`config.mk`:
```
export PLATFORM = sky130hd
export DESIGN_NAME = calc_sequencer_flat
export DESIGN_NICKNAME = d
export VERILOG_FILES = /design/src/rtl/calc_sequencer_if.sv /design/src/rtl/calc_sequencer.sv /design/src/flat_wrapper.sv
export SDC_FILE = /design/constraint.sdc
export NUM_CORES = 1
export LEC_CHECK = 0
export BUFFER_PORTS_ARGS = -buffer_cell sky130_fd_sc_hd__buf_2
export CORE_UTILIZATION = 50
export CTS_BUF_LIST = sky130_fd_sc_hd__clkbuf_16
export DETAILED_ROUTE_END_ITERATION = 10
export PLACE_DENSITY = 0.89
export SLEW_MARGIN = 10
export SYNTH_ARGS = -nofsm -noshare
export SYNTH_HDL_FRONTEND = slang
export SYNTH_SLANG_ARGS = --single-unit
```
`constraint.sdc`:
```
create_clock -name clk -period 2.21 [get_ports clk]
set_input_delay 0.442 -clock clk [delete_from_list [all_inputs] [get_ports clk]]
set_output_delay 0.442 -clock clk [all_outputs]
set_load 0.01 [all_outputs]
```
`src/rtl/calc_sequencer_if.sv`:
```
// Calculator operand/result bus plus the LCD req/ack handshake.
// The sequencer drives through the master modport; calculator/LCD side uses slave.
interface calc_sequencer_if;
  logic [2:0]  sel;
  logic [7:0]  op_a;
  logic [7:0]  op_b;
  logic        op_sinal_a;
  logic        op_sinal_b;
  logic [15:0] saida;
  logic        sinal_saida;
  logic [15:0] result;
  logic        result_sinal;
  logic        result_valid;
  logic        lcd_req;
  logic        lcd_ack;

  modport master (
    output sel, op_a, op_b, op_sinal_a, op_sinal_b,
    output result, result_sinal, result_valid, lcd_req,
    input  saida, sinal_saida, lcd_ack
  );

  modport slave (
    input  sel, op_a, op_b, op_sinal_a, op_sinal_b,
    input  result, result_sinal, result_valid, lcd_req,
    output saida, sinal_saida, lcd_ack
  );
endinterface

```
`src/rtl/calc_sequencer.sv`:
```
// Control sequencer for the sign-magnitude calculator: button conditioning, power FSM,
// operand latch, fixed-latency wait and LCD handoff. Define CALC_DEBOUNCE_EN for debounce.
module calc_sequencer #(
  parameter int unsigned DEB_CYCLES = 50000,
  parameter int unsigned CALC_LAT   = 1
) (
  input  logic             clk,
  input  logic             rst_n,
  input  logic [7:0]       a,
  input  logic [7:0]       b,
  input  logic             sinal_a,
  input  logic             sinal_b,
  input  logic             botao_1,
  input  logic             botao_2,
  input  logic             botao_3,
  input  logic             botao_4,
  output logic             power,
  output logic             busy,
  calc_sequencer_if.master bus
);

  localparam int unsigned LatW = $clog2(CALC_LAT + 1);

  if (CALC_LAT < 1 || DEB_CYCLES < 1) begin : g_bad_params
    $error("calc_sequencer: CALC_LAT and DEB_CYCLES must be at least 1");
  end

  typedef enum logic [1:0] {StOff, StIdle, StExec, StNotify} state_e;

  // Bit order throughout: [0] mult, [1] sum, [2] sub, [3] on/off.
  logic [3:0] btn_raw;
  logic [3:0] sync1_q;
  logic [3:0] sync2_q;
  logic [3:0] level;
  logic [3:0] prev_q;
  logic [3:0] event_q;
  logic [1:0] prime_q;
  logic       primed;

  assign btn_raw = {botao_4, botao_3, botao_2, botao_1};
  assign primed  = (prime_q == 2'd3);

  // Until the synchronizers have filled, edge history just tracks the level so a button
  // held across reset release never looks like a fresh press.
  always_ff @(posedge clk or negedge rst_n) begin
    if (!rst_n) begin
      sync1_q <= '0;
      sync2_q <= '0;
      prev_q  <= '0;
      event_q <= '0;
      prime_q <= '0;
    end else begin
      sync1_q <= btn_raw;
      sync2_q <= sync1_q;
      if (!primed) begin
        prime_q <= prime_q + 2'd1;
        prev_q  <= sync2_q;
        event_q <= '0;
      end else begin
        prev_q  <= level;
        event_q <= level & ~prev_q;
      end
    end
  end

`ifdef CALC_DEBOUNCE_EN
  localparam int unsigned DebW = $clog2(DEB_CYCLES + 1);

  logic [3:0]      level_q;
  logic [DebW-1:0] deb_cnt_q [4];

  always_ff @(posedge clk or negedge rst_n) begin
    if (!rst_n) begin
      level_q <= '0;
      for (int i = 0; i < 4; i++) deb_cnt_q[i] <= '0;
    end else begin
      for (int i = 0; i < 4; i++) begin
        if (!primed) begin
          level_q[i]   <= sync2_q[i];
          deb_cnt_q[i] <= '0;
        end else if (sync2_q[i] == level_q[i]) begin
          deb_cnt_q[i] <= '0;
        end else if (deb_cnt_q[i] == DebW'(DEB_CYCLES - 1)) begin
          level_q[i]   <= sync2_q[i];
          deb_cnt_q[i] <= '0;
        end else begin
          deb_cnt_q[i] <= deb_cnt_q[i] + 1'b1;
        end
      end
    end
  end

  assign level = level_q;
`else
  assign level = sync2_q;
`endif

  logic [2:0] op_sel;

  always_comb begin
    op_sel = 3'b000;
    if (event_q[0]) begin
      op_sel = 3'b001;
    end else if (event_q[1]) begin
      op_sel = 3'b010;
    end else if (event_q[2]) begin
      op_sel = 3'b100;
    end
  end

  state_e          state_q;
  logic [LatW-1:0] lat_cnt_q;

  always_ff @(posedge clk or negedge rst_n) begin
    if (!rst_n) begin
      state_q          <= StOff;
      lat_cnt_q        <= '0;
      power            <= 1'b0;
      busy             <= 1'b0;
      bus.sel          <= 3'b000;
      bus.op_a         <= '0;
      bus.op_b         <= '0;
      bus.op_sinal_a   <= 1'b0;
      bus.op_sinal_b   <= 1'b0;
      bus.result       <= '0;
      bus.result_sinal <= 1'b0;
      bus.result_valid <= 1'b0;
      bus.lcd_req      <= 1'b0;
    end else if (event_q[3] && state_q != StOff) begin
      // Power-off wins from any active state; a pending LCD request is abandoned.
      state_q          <= StOff;
      power            <= 1'b0;
      busy             <= 1'b0;
      bus.sel          <= 3'b000;
      bus.result_valid <= 1'b0;
      bus.lcd_req      <= 1'b0;
    end else begin
      unique case (state_q)
        StOff: begin
          if (event_q[3]) begin
            state_q <= StIdle;
            power   <= 1'b1;
          end
        end
        StIdle: begin
          if (op_sel != 3'b000) begin
            state_q          <= StExec;
            busy             <= 1'b1;
            bus.sel          <= op_sel;
            bus.op_a         <= a;
            bus.op_b         <= b;
            bus.op_sinal_a   <= sinal_a;
            bus.op_sinal_b   <= sinal_b;
            bus.result_valid <= 1'b0;
            lat_cnt_q        <= LatW'(CALC_LAT);
          end
        end
        StExec: begin
          if (lat_cnt_q == LatW'(1)) begin
            state_q          <= StNotify;
            bus.result       <= bus.saida;
            bus.result_sinal <= bus.sinal_saida;
            bus.result_valid <= 1'b1;
            bus.lcd_req      <= 1'b1;
          end else begin
            lat_cnt_q <= lat_cnt_q - 1'b1;
          end
        end
        StNotify: begin
          if (bus.lcd_ack) begin
            state_q     <= StIdle;
            busy        <= 1'b0;
            bus.lcd_req <= 1'b0;
          end
        end
        default: state_q <= StOff;
      endcase
    end
  end

  a_sel_onehot: assert property (@(posedge clk) disable iff (!rst_n) $onehot0(bus.sel));
  a_req_valid:  assert property (@(posedge clk) disable iff (!rst_n)
                                 bus.lcd_req |-> bus.result_valid);
  a_busy_power: assert property (@(posedge clk) disable iff (!rst_n) busy |-> power);
  a_sel_power:  assert property (@(posedge clk) disable iff (!rst_n)
                                 (bus.sel != 3'b000) |-> power);

endmodule

```
`src/flat_wrapper.sv`:
```
// flat-port wrapper written by rule: the top's interface ports become plain ports
module calc_sequencer_flat 
#(
  parameter int unsigned DEB_CYCLES = 50000,
  parameter int unsigned CALC_LAT   = 1
)
  (clk, rst_n, a, b, sinal_a, sinal_b, botao_1, botao_2, botao_3, botao_4, power, busy, bus_sel, bus_op_a, bus_op_b, bus_op_sinal_a, bus_op_sinal_b, bus_result, bus_result_sinal, bus_result_valid, bus_lcd_req, bus_saida, bus_sinal_saida, bus_lcd_ack);
  calc_sequencer_if bus_i ();
  input  logic clk;
  input  logic rst_n;
  input  logic [7:0] a;
  input  logic [7:0] b;
  input  logic sinal_a;
  input  logic sinal_b;
  input  logic botao_1;
  input  logic botao_2;
  input  logic botao_3;
  input  logic botao_4;
  output logic power;
  output logic busy;
  output wire logic [$bits(bus_i.sel)-1:0] bus_sel;
  output wire logic [$bits(bus_i.op_a)-1:0] bus_op_a;
  output wire logic [$bits(bus_i.op_b)-1:0] bus_op_b;
  output wire logic [$bits(bus_i.op_sinal_a)-1:0] bus_op_sinal_a;
  output wire logic [$bits(bus_i.op_sinal_b)-1:0] bus_op_sinal_b;
  output wire logic [$bits(bus_i.result)-1:0] bus_result;
  output wire logic [$bits(bus_i.result_sinal)-1:0] bus_result_sinal;
  output wire logic [$bits(bus_i.result_valid)-1:0] bus_result_valid;
  output wire logic [$bits(bus_i.lcd_req)-1:0] bus_lcd_req;
  input wire logic [$bits(bus_i.saida)-1:0] bus_saida;
  input wire logic [$bits(bus_i.sinal_saida)-1:0] bus_sinal_saida;
  input wire logic [$bits(bus_i.lcd_ack)-1:0] bus_lcd_ack;
  assign bus_sel = bus_i.sel;
  assign bus_op_a = bus_i.op_a;
  assign bus_op_b = bus_i.op_b;
  assign bus_op_sinal_a = bus_i.op_sinal_a;
  assign bus_op_sinal_b = bus_i.op_sinal_b;
  assign bus_result = bus_i.result;
  assign bus_result_sinal = bus_i.result_sinal;
  assign bus_result_valid = bus_i.result_valid;
  assign bus_lcd_req = bus_i.lcd_req;
  assign bus_i.saida = bus_saida;
  assign bus_i.sinal_saida = bus_sinal_saida;
  assign bus_i.lcd_ack = bus_lcd_ack;
  calc_sequencer #(.DEB_CYCLES(DEB_CYCLES), .CALC_LAT(CALC_LAT)) u_core (.clk(clk), .rst_n(rst_n), .a(a), .b(b), .sinal_a(sinal_a), .sinal_b(sinal_b), .botao_1(botao_1), .botao_2(botao_2), .botao_3(botao_3), .botao_4(botao_4), .power(power), .busy(busy), .bus(bus_i));
endmodule
```
==> results of run 1 <==
-- per-stage QoR --
step                      hold WS (ns)  util, %  area (um2)  std cells
after floorplan                  0.146        -        2510        166
after global placement           0.335     61.8        2960        313
after detailed placement         0.336     61.8        2960        313
after CTS                        0.127     67.1        3210        328
after global routing             0.152     67.1        3210        328
final                            0.113     67.1        3210        328
-- critical path, delay by kind of cell (launching register included) --
kind	cells	cell delay (ns)
mux	1	0.42
fa+ha+maj	1	0.32
buf+inv	1	0.14
simple gates	2	0.59
flops	1	0.43
-- worst max path at each step --
stage | startpoint | to | cells past startpoint
5_1_grt | u_core.state_q[0] | u_core.bus.op_b[2] | 5
4_1_cts | u_core.state_q[0] | u_core.bus.op_b[6] | 5
3_5_place_dp | u_core.state_q[0] | u_core.bus.op_b[6] | 5
3_3_place_gp | u_core.state_q[1] | u_core.bus.op_b[6] | 5
2_1_floorplan | u_core.state_q[1] | u_core.bus.result[10] | 9
6_report | u_core.state_q[0] | u_core.bus.op_b[6] | 5
-- layer usage --
layer  vias up  part of all wire, %
met2        39                   53
met1       845                   42
met4         0                  1.6
met3         8                  3.0
li1        775                    -
met5         -                    0
-- sequential cells by signal, indices dropped and copies added (netlist names), 2 cells and up --
signal and count:
u_core.event_q 4, u_core.state_q 2, u_core.prev_q 4, u_core.bus.sel 3, u_core.level 4, u_core.bus.op_a 8, u_core.prime_q 2, u_core.sync1_q 4
u_core.bus.op_b 8, u_core.bus.result 16
-- cell families (layout without fill, tap and decap cells) --
family | count (synthesis) | count (layout) | share of synthesized area, %
compound gates | 23 | 23 | 6.34
simple gates | 26 | 26 | 6.13
flops | 63 | 63 | 62.8
buf+inv | 10 | 105 | 3.34
xor+xnor | 1 | 1 | 0.349
fa+ha+maj | 5 | 5 | 2.49
mux | 38 | 38 | 18.5
-- Yosys cell counts, drive strengths merged (2+ instances only) --
| library cell | instances |
|---|---|
| dfrtp | 63 |
| mux2 | 37 |
| nand2 | 8 |
| buf | 5 |
| ha | 5 |
| inv | 5 |
| nor2 | 5 |
| a21oi | 4 |
| o21ai | 4 |
| a31oi | 3 |
| and3b | 3 |
| nand3 | 2 |
| nor2b | 2 |
| or3 | 2 |
-- power by group through the flow --
stage	clock (mW)	combinational [mW]	sequential, mW
after floorplan	0	0.997	1.99
after global placement	0	1.65	1.80
after detailed placement	0	1.71	1.82
after CTS	1.21	1.73	1.81
after global routing	1.25	1.87	1.87
final	1.18	1.71	1.81
-- layout make-up --
type / count / area [um2] / share of cell area, %
clock buffers: 9 / 225 / 7.01
repair buffers: 85 / 430 / 13.4
flip-flops and latches: 63 / 1580 / 49.1
multi-input cells: 93 / 848 / 26.4
clock inverters: 6 / 28.8 / 0.896
inverters: 5 / 18.8 / 0.584
well taps: 67 / 83.8 / 2.61
-- cell usage in the layout, fill, tap and decap left out, types with 4 or more instances in the layout --
master | synthesis | routed
dfrtp_1 | 63 | 63
mux2_4 | 10 | 10
buf_2 | 0 | 83
mux2_2 | 27 | 27
o21ai_0 | 4 | 4
a21oi_1 | 4 | 4
nand2_1 | 8 | 8
ha_1 | 5 | 5
inv_1 | 5 | 5
nor2_1 | 5 | 5
clkbuf_16 | 0 | 9
==> flow_summary.toml, run 1 <==
[global_routing]
grt_pass1_vias = 1610
use_met1_pct = 23.2
antenna_found_initial = 0
grt_use_met3_pct = 3.87
gr-total-overflow = 0
grt-busiest-layer = "met2"
grt_use_met2_pct = 31.7
grt_first_pass_wirelength_mm = 7.41
grt_max_degree = 26
grtUsageTotal_pct = 19.1

[detailed_routing]
drtPass1Iterations = 4
drc = 0
ant_nets = 0
wl_per_cell_um = 14.1
vias = 1667
drt_iter0_markers = 86
detail_route.vias_per_cell = 5.08
routed_wl_mm = 4.64

[run_status]
status = "finished, final reports clean"

[sta]
slew_headroom_pct = 55.6
skew_ns = 0.00313
setup_viol = 0
hold_viol = 0
fin_crit_sh_pct = 91.2
min_period_ns = 2.02
max_freq_mhz = 496
slew_violations = 0
rsz0062_at_grt = "no"
fin_tns_setup_ns = 0
worst_pin_slew_ns = 0.659
timing.final.ws_setup_ns = 0.195

[finish]
nets = 304
fillCellCount = 345
syn_to_final_growth_pct = 28.0
drive_gt1_share_pct = 53.6
diodes = 0

[hold_path]
hp-class = "input pin to asynchronous set/reset pin"

[worst_setup_path]
cpMaxStageDelayCell = "dfrtp_1"
reg2reg_to = "u_core.bus.op_b[6]"
critPathMaxStageDelay_ns = 0.43
rr_worst_depth = 5
crit_type = "register to register"
r2r-start = "u_core.state_q[0]"
startpoint_type = "register"
critPathMaxFanout = 18
end_kind = "register"
reg2reg_slack_ns = 0.19
required_ns = 2.41
arrival_ns = 2.21
path_cells = "inv_1, ha_1, nand2b_4, nand3_2, mux2_2"

[power]
p_per_area_mw_per_mm2 = 1470
vdd_ir_drop_max_uv = 825
combPwrFrac_pct = 36.4
p_total_mw = 4.71
seqPwrFrac_pct = 38.4
p_leak_nw = 1.57
p_sw_mw = 1.49
p_clk_share_pct = 25.2
p_sw_share_pct = 31.5
p_int_mw = 3.22

[clocking]
cts.reportedPaths.clkPinSlew_ns = 0.05
htreeDepth = 3
ctsRootBufferMaster = "clkbuf_16"
insertion_delay_ns = 0.32
post_cts_buffers = 0
cts_buffers = 9
cts_resized = 0
cts_buffer_depth = 2
cts_tree = "built"
cts.sinks = 63
holdBufCountCts = 0

[placement]
dp_slack_ns = 0.189
gp_congestion = 0.777
dp.final_hpwl_mm = 3.16
port_buffers = 83

[floorplan]
initial_utilization_pct = 52.4
rows = 25
dieArea_mm2 = 0.00530
die_w_um = 72.8
core_mm2 = 0.00479
ioPinCount = 84
dieHeight_um = 72.8

[logic_synthesis]
netlist_top_cells_area = "dfrtp_1, mux2_2, mux2_4"
yosysWarnings = 0
syn_avg_cell_area_um2 = 15.1
syn-cell-area_mm2 = 0.00251
synth_cell_types = 35
ys_ff_latch = 63
synth_ff_type = "dfrtp_1"
async_flop_share_pct = 100
synth_top_cell_by_area = "dfrtp_1"
synth_edf_count = 0
syn-num-nets = 213
syn_inst = 166
netlist.area_leader.share_pct = 62.8
yosysSeqAreaShare_pct = 62.8

[flow_run]
maxCapViolCount = 0
Note: power is estimated with default switching activity, not from simulation.
==> run 2, diff against run 1 <==
Settings changed: ABC_AREA from default to 1, BUFFER_PORTS_ARGS -buffer_cell sky130_fd_sc_hd__buf_2 to -buffer_cell sky130_fd_sc_hd__buf_4, SLEW_MARGIN 10 to default.
==> flow_summary.toml, run 2 <==
[flow_run]
maxCapViolCount = 0

[finish]
diodes = 0
nets = 402
final_core_util_pct = 72.5
layout_common_cells = "nand2_1, buf_4, dfrtp_1"
drive_gt1_share_pct = 32.0
layout.cells.non_filler = 426
multiInputGateArea_um2 = 870
largest_register = "u_core.bus.result"
regArea_mm2 = 0.00158
fillCellCount = 374
top_regs = "u_core.bus.result: 16 flops, u_core.bus.op_a: 8 flops, u_core.bus.op_b: 8 flops"
stdcell_area_mm2 = 0.00354
layout_commonest_cell = "nand2_1"
largest_reg_flops = 16
syn_to_final_growth_pct = 35.8

[logic_synthesis]
yosysWarnings = 0
synth_top_cell_by_area = "dfrtp_1"
synth_ff_type = "dfrtp_1"
syn-num-nets = 316
synth_edf_count = 0
synth_fa_ha_area_share_pct = 2.40
synth_cell_types = 24
synth_compound_area_share_pct = 2.02
synth.most_common_cell = "nand2_1"
async_flop_share_pct = 100
synthTopCellsByCount = "nand2_1, dfrtp_1, nand3_1, inv_1, nor2_1"
netlist.area_leader.share_pct = 60.5
synth_top_family_by_area = "simple AND/OR/NAND/NOR gates"
muxShareOfSynthArea_pct = 0.432
synthXorXnorAreaFrac_pct = 0.336
yosysSeqAreaShare_pct = 60.5
syn-cell-area_mm2 = 0.00261
syn_inst = 269
ys_ff_latch = 63
syn_avg_cell_area_um2 = 9.69
synthSimpleGateAreaFrac_pct = 28.2
netlist_top_cells_area = "dfrtp_1, nand2_1, nand3_1"

[placement]
gp_congestion = 0.836
dp.final_hpwl_mm = 3.87
place_area_mm2 = 0.00324
dp_slack_ns = 0.370
post-place-cells = 411
port_buffers = 83

[worst_setup_path]
required_ns = 2.41
end_kind = "register"
critPathMaxStageDelay_ns = 0.42
critPathMaxFanout = 18
cpMostUsedCell = "nand2_1"
cpMaxStageDelayCell = "dfrtp_1"
path_cells = "inv_1, ha_1, inv_2, a21oi_2, nand2_2, nand2_1, nand2_1"
crit_type = "register to register"
arrival_ns = 2.04
startpoint_type = "register"

[clocking]
post_cts_buffers = 0
cts_resized = 0
htreeDepth = 3
cts_tree = "built"
ctsRootBufferMaster = "clkbuf_16"
cts_buffers = 9
cts.sinks = 63
holdBufCountCts = 0
cts.reportedPaths.clkPinSlew_ns = 0.05
insertion_delay_ns = 0.32
cts_buffer_depth = 2

[floorplan]
initial_utilization_pct = 53.4
rows = 25
ioPinCount = 84
dieArea_mm2 = 0.00550
die_w_um = 74.2
dieHeight_um = 74.2
core_mm2 = 0.00488

[sta]
setup_viol = 0
skew_ns = 0.00704
worst_pin_slew_ns = 0.742
slew_violations = 0
timing.final.ws_setup_ns = 0.377
fin_crit_sh_pct = 83.0
slew_headroom_pct = 50.5
hold_viol = 0
min_period_ns = 1.83
max_freq_mhz = 545
rsz0062_at_grt = "no"
whs_ns = 0.193
fin_tns_setup_ns = 0

[detailed_routing]
drc = 0
routed_wl_mm = 5.53
detail_route.vias_per_cell = 5.01
wl_per_cell_um = 13.0
vias = 2133
drtPass1Iterations = 4
ant_nets = 0
drt_iter0_markers = 189

[global_routing]
grt_max_degree = 64
grt_first_pass_wirelength_mm = 9.07
grt_pass1_vias = 2051
grtUsageTotal_pct = 22.4
antenna_found_initial = 0
gr-total-overflow = 0

[power]
p_per_area_mw_per_mm2 = 1450
p_total_mw = 5.11
p_leak_nw = 1.92
vdd_ir_drop_max_uv = 764

[run_status]
status = "finished, final reports clean"

[hold_path]
hp-class = "input pin to asynchronous set/reset pin"
[run 2: changes by cell type after synthesis, moves of 3 or more]
cell | before | now
a21oi_1 | 4 | 0
a31oi_1 | 3 | 0
and3b_1 | 3 | 0
buf_4 | 0 | 3
inv_1 | 5 | 15
mux2_2 | 27 | 1
mux2_4 | 10 | 0
nand2_1 | 8 | 96
nand2_2 | 0 | 5
nand3_1 | 1 | 43
nor2_1 | 5 | 10
o21ai_1 | 0 | 5
[run 2: path summary, 6_finish.rpt]
path	slack, ns	cells after the start	from	to
max reg2reg	0.38	7	u_core.state_q[1]	u_core.bus.op_b[3]
min reg2reg	0.35	0	u_core.sync1_q[1]	u_core.level[1]
max	0.38	7	u_core.state_q[1]	u_core.bus.op_b[3]
max in group asynchronous	1.53	1	rst_n	u_core.bus.op_a[3]
min in group clk	0.23	1	botao_1	u_core.sync1_q[0]
min	0.19	1	rst_n	u_core.bus.result[15]
[run 2: cells by family (layout without fill, tap and decap cells)]
family	count (synthesis)	count (layout)
and+or+nand+nor	162	162
xor gates and xnor gates	1	1
adders and majority gates	5	5
muxes	1	1
DFF	63	63
AOI/OAI and AO/OA	9	9
buffers and inverters	28	118
[run 2: layer usage]
layer  up-vias  global-route usage (%)  wire length (um)
li1       1022                       -                 -
met1      1011                    28.2              2260
met2        94                    36.9              2880
met3         6                    5.01               339
met4         0                    10.9                53
met5         -                       0                 0
[run 2: layout make-up]
cell class	instances	share of cell area [%]
multi-input combinational	178	24.6
timing repair buffer	85	18.0
clock buffer	9	6.36
clock inverter	6	2.19
tap	67	2.37
sequential	63	44.6
inverter	18	1.91
[run 2: power by group]
| part | switching (mW) | internal (mW) | total, mW |
|---|---|---|---|
| logic | 1.02 | 0.841 | 1.86 |
| clock network | 0.460 | 0.967 | 1.43 |
| registers | 0.258 | 1.57 | 1.83 |
[run 2: critical path: cells and delay by family (launching register included)]
| family | cells | cell delay [ns] |
|---|---|---|
| buffers and inverters | 2 | 0.16 |
| adder cells (fa/ha/maj) | 1 | 0.23 |
| AO/OA/AOI/OAI | 1 | 0.35 |
| flip-flops | 1 | 0.42 |
| AND/OR/NAND/NOR | 3 | 0.56 |
==> run 3, diff against run 2 <==
Clock period 2.21 ns to 1.7 ns, I/O delays scaled along.
==> flow_summary.toml, run 3 (same netlist as run 2, synthesis figures left out) <==
[flow_run]
maxCapViolCount = 0

[sta]
max_freq_mhz = 629
hold_viol = 0
worst_pin_slew_ns = 0.363
setup_viol = 0
slew_violations = 0
slew_headroom_pct = 75.5
fin_crit_sh_pct = 93.5
fin_tns_setup_ns = 0
skew_ns = 0.00338
min_period_ns = 1.59

[floorplan]
dieHeight_um = 74.2
die_w_um = 74.2
dieArea_mm2 = 0.00550
initial_utilization_pct = 53.4
rows = 25
core_mm2 = 0.00488
ioPinCount = 84

[finish]
largest_register = "u_core.bus.result"
syn_to_final_growth_pct = 40.2
diodes = 0
top_regs = "u_core.bus.result: 16 flops, u_core.bus.op_a: 8 flops, u_core.bus.op_b: 8 flops"
stdcell_area_mm2 = 0.00365
layout_commonest_cell = "nand2_1"
fillCellCount = 352
layout_common_cells = "nand2_1, buf_4, dfrtp_1"
largest_reg_flops = 16
multiInputGateArea_um2 = 893
nets = 414
regArea_mm2 = 0.00158
drive_gt1_share_pct = 34.1

[worst_setup_path]
reg2reg_slack_ns = 0.11
arrival_ns = 1.80
crit_type = "register to register"
startpoint_type = "register"
required_ns = 1.90
critPathMaxFanout = 17
end_kind = "register"

[detailed_routing]
detail_route.vias_per_cell = 4.93
ant_nets = 0
drc = 0
wl_per_cell_um = 13.8
drt_iter0_markers = 112
drtPass1Iterations = 4
routed_wl_mm = 6.04
vias = 2164

[power]
combPwrFrac_pct = 39.4
p_clk_share_pct = 25.6
p_total_mw = 6.76
p_int_mw = 4.36
p_sw_share_pct = 35.5
p_sw_mw = 2.40
p_leak_nw = 1.98
vdd_ir_drop_max_uv = 1120
p_per_area_mw_per_mm2 = 1850
seqPwrFrac_pct = 35.0

[global_routing]
grt_pass1_vias = 2123
antenna_found_initial = 0
grt_first_pass_wirelength_mm = 9.38
gr-total-overflow = 0
grt_max_degree = 54
grtUsageTotal_pct = 23.1

[placement]
port_buffers = 83
dp.final_hpwl_mm = 4.20
place_area_mm2 = 0.00327
gp_congestion = 0.885

[clocking]
cts_tree = "built"
cts.sinks = 63
ctsRootBufferMaster = "clkbuf_16"
htreeDepth = 3
cts_buffers = 9
cts_buffer_depth = 2
insertion_delay_ns = 0.32
cts.reportedPaths.clkPinSlew_ns = 0.05

[hold_path]
hp-class = "input pin to register"

[run_status]
status = "finished, final reports clean"
run 3: cell types whose count changed in the layout (fill, tap and decap cells not counted):
cell,delta
buf_4,+7
buf_6,+2
a21oi_2,-1
a21oi_4,+1
buf_12,+1
bufinv_16,-1
clkinv_1,+1
clkinv_4,+1
clkinvlp_4,+1
dlygate4sd3_1,+1
inv_1,-1
nand2_2,-1
nand2_4,+1
nor2_4,+1
run 3: metal layers:
layer  GRT usage, %  vias up  share of wire (%)
met3           4.74        6                6.0
met1           28.0     1023                 40
met5              0        -                  0
met2           40.1       84                 53
li1               -     1051                  -
met4           9.83        0               0.78
run 3: through the flow:
stage	setup slack (ns)	hold WS, ns	cells	utilization [%]
floorplan	0.291	0.0444	269	-
global placement	0.131	0.184	414	67.0
detailed placement	0.0898	0.189	414	67.0
CTS	0.0368	0.124	431	73.2
global route	-0.0142	0.123	439	74.9
finish	0.110	0.129	439	74.9
run 3: power by group through the flow:
stage | Sequential, mW | Combinational [mW] | Clock, mW
final | 2.37 | 2.66 | 1.73
after global routing | 2.42 | 2.95 | 1.83
after global placement | 2.35 | 2.40 | 0
after floorplan | 2.56 | 1.21 | 0
after CTS | 2.36 | 2.53 | 1.75
after detailed placement | 2.37 | 2.51 | 0
run 3: worst paths after layout:
check                                       start                    end  cells after the start
min in group asynchronous                   rst_n  u_core.bus.result[15]                      2
worst max register to register  u_core.state_q[0]   u_core.bus.result[8]                      9
max in group asynchronous                   rst_n     u_core.bus.op_a[7]                      3
worst min register to register  u_core.sync1_q[2]        u_core.level[2]                      0
worst min-delay path                      botao_4      u_core.sync1_q[3]                      1
worst max-delay path            u_core.state_q[0]   u_core.bus.result[8]                      9
run 3: what timing repair did:
item | CTS | global route
endpoints found under the hold margin | 10 | 0
gates resized for setup | 0 | 4
setup endpoints to repair | 0 | 34
hold buffers | 1 | 0
setup buffers | 0 | 7
run 3: layout make-up:
type	instances	share of cell area [%]
Clock inverter	7	1.75
Inverter	18	1.85
Timing Repair Buffer	96	20.3
Tap cell	67	2.29
Multi-Input combinational cell	179	24.5
Sequential cell	63	43.2
Clock buffer	9	6.16
run 3: critical path: stages, from the launching register on:
cell and delay, ns:
dfrtp_1 0.41, inv_1 0.11, ha_1 0.15, inv_1 0.08
nand2_2 0.12, inv_2 0.11, nor2_8 0.22, nand2_8 0.13
nand2_1 0.09, nand2_1 0.06
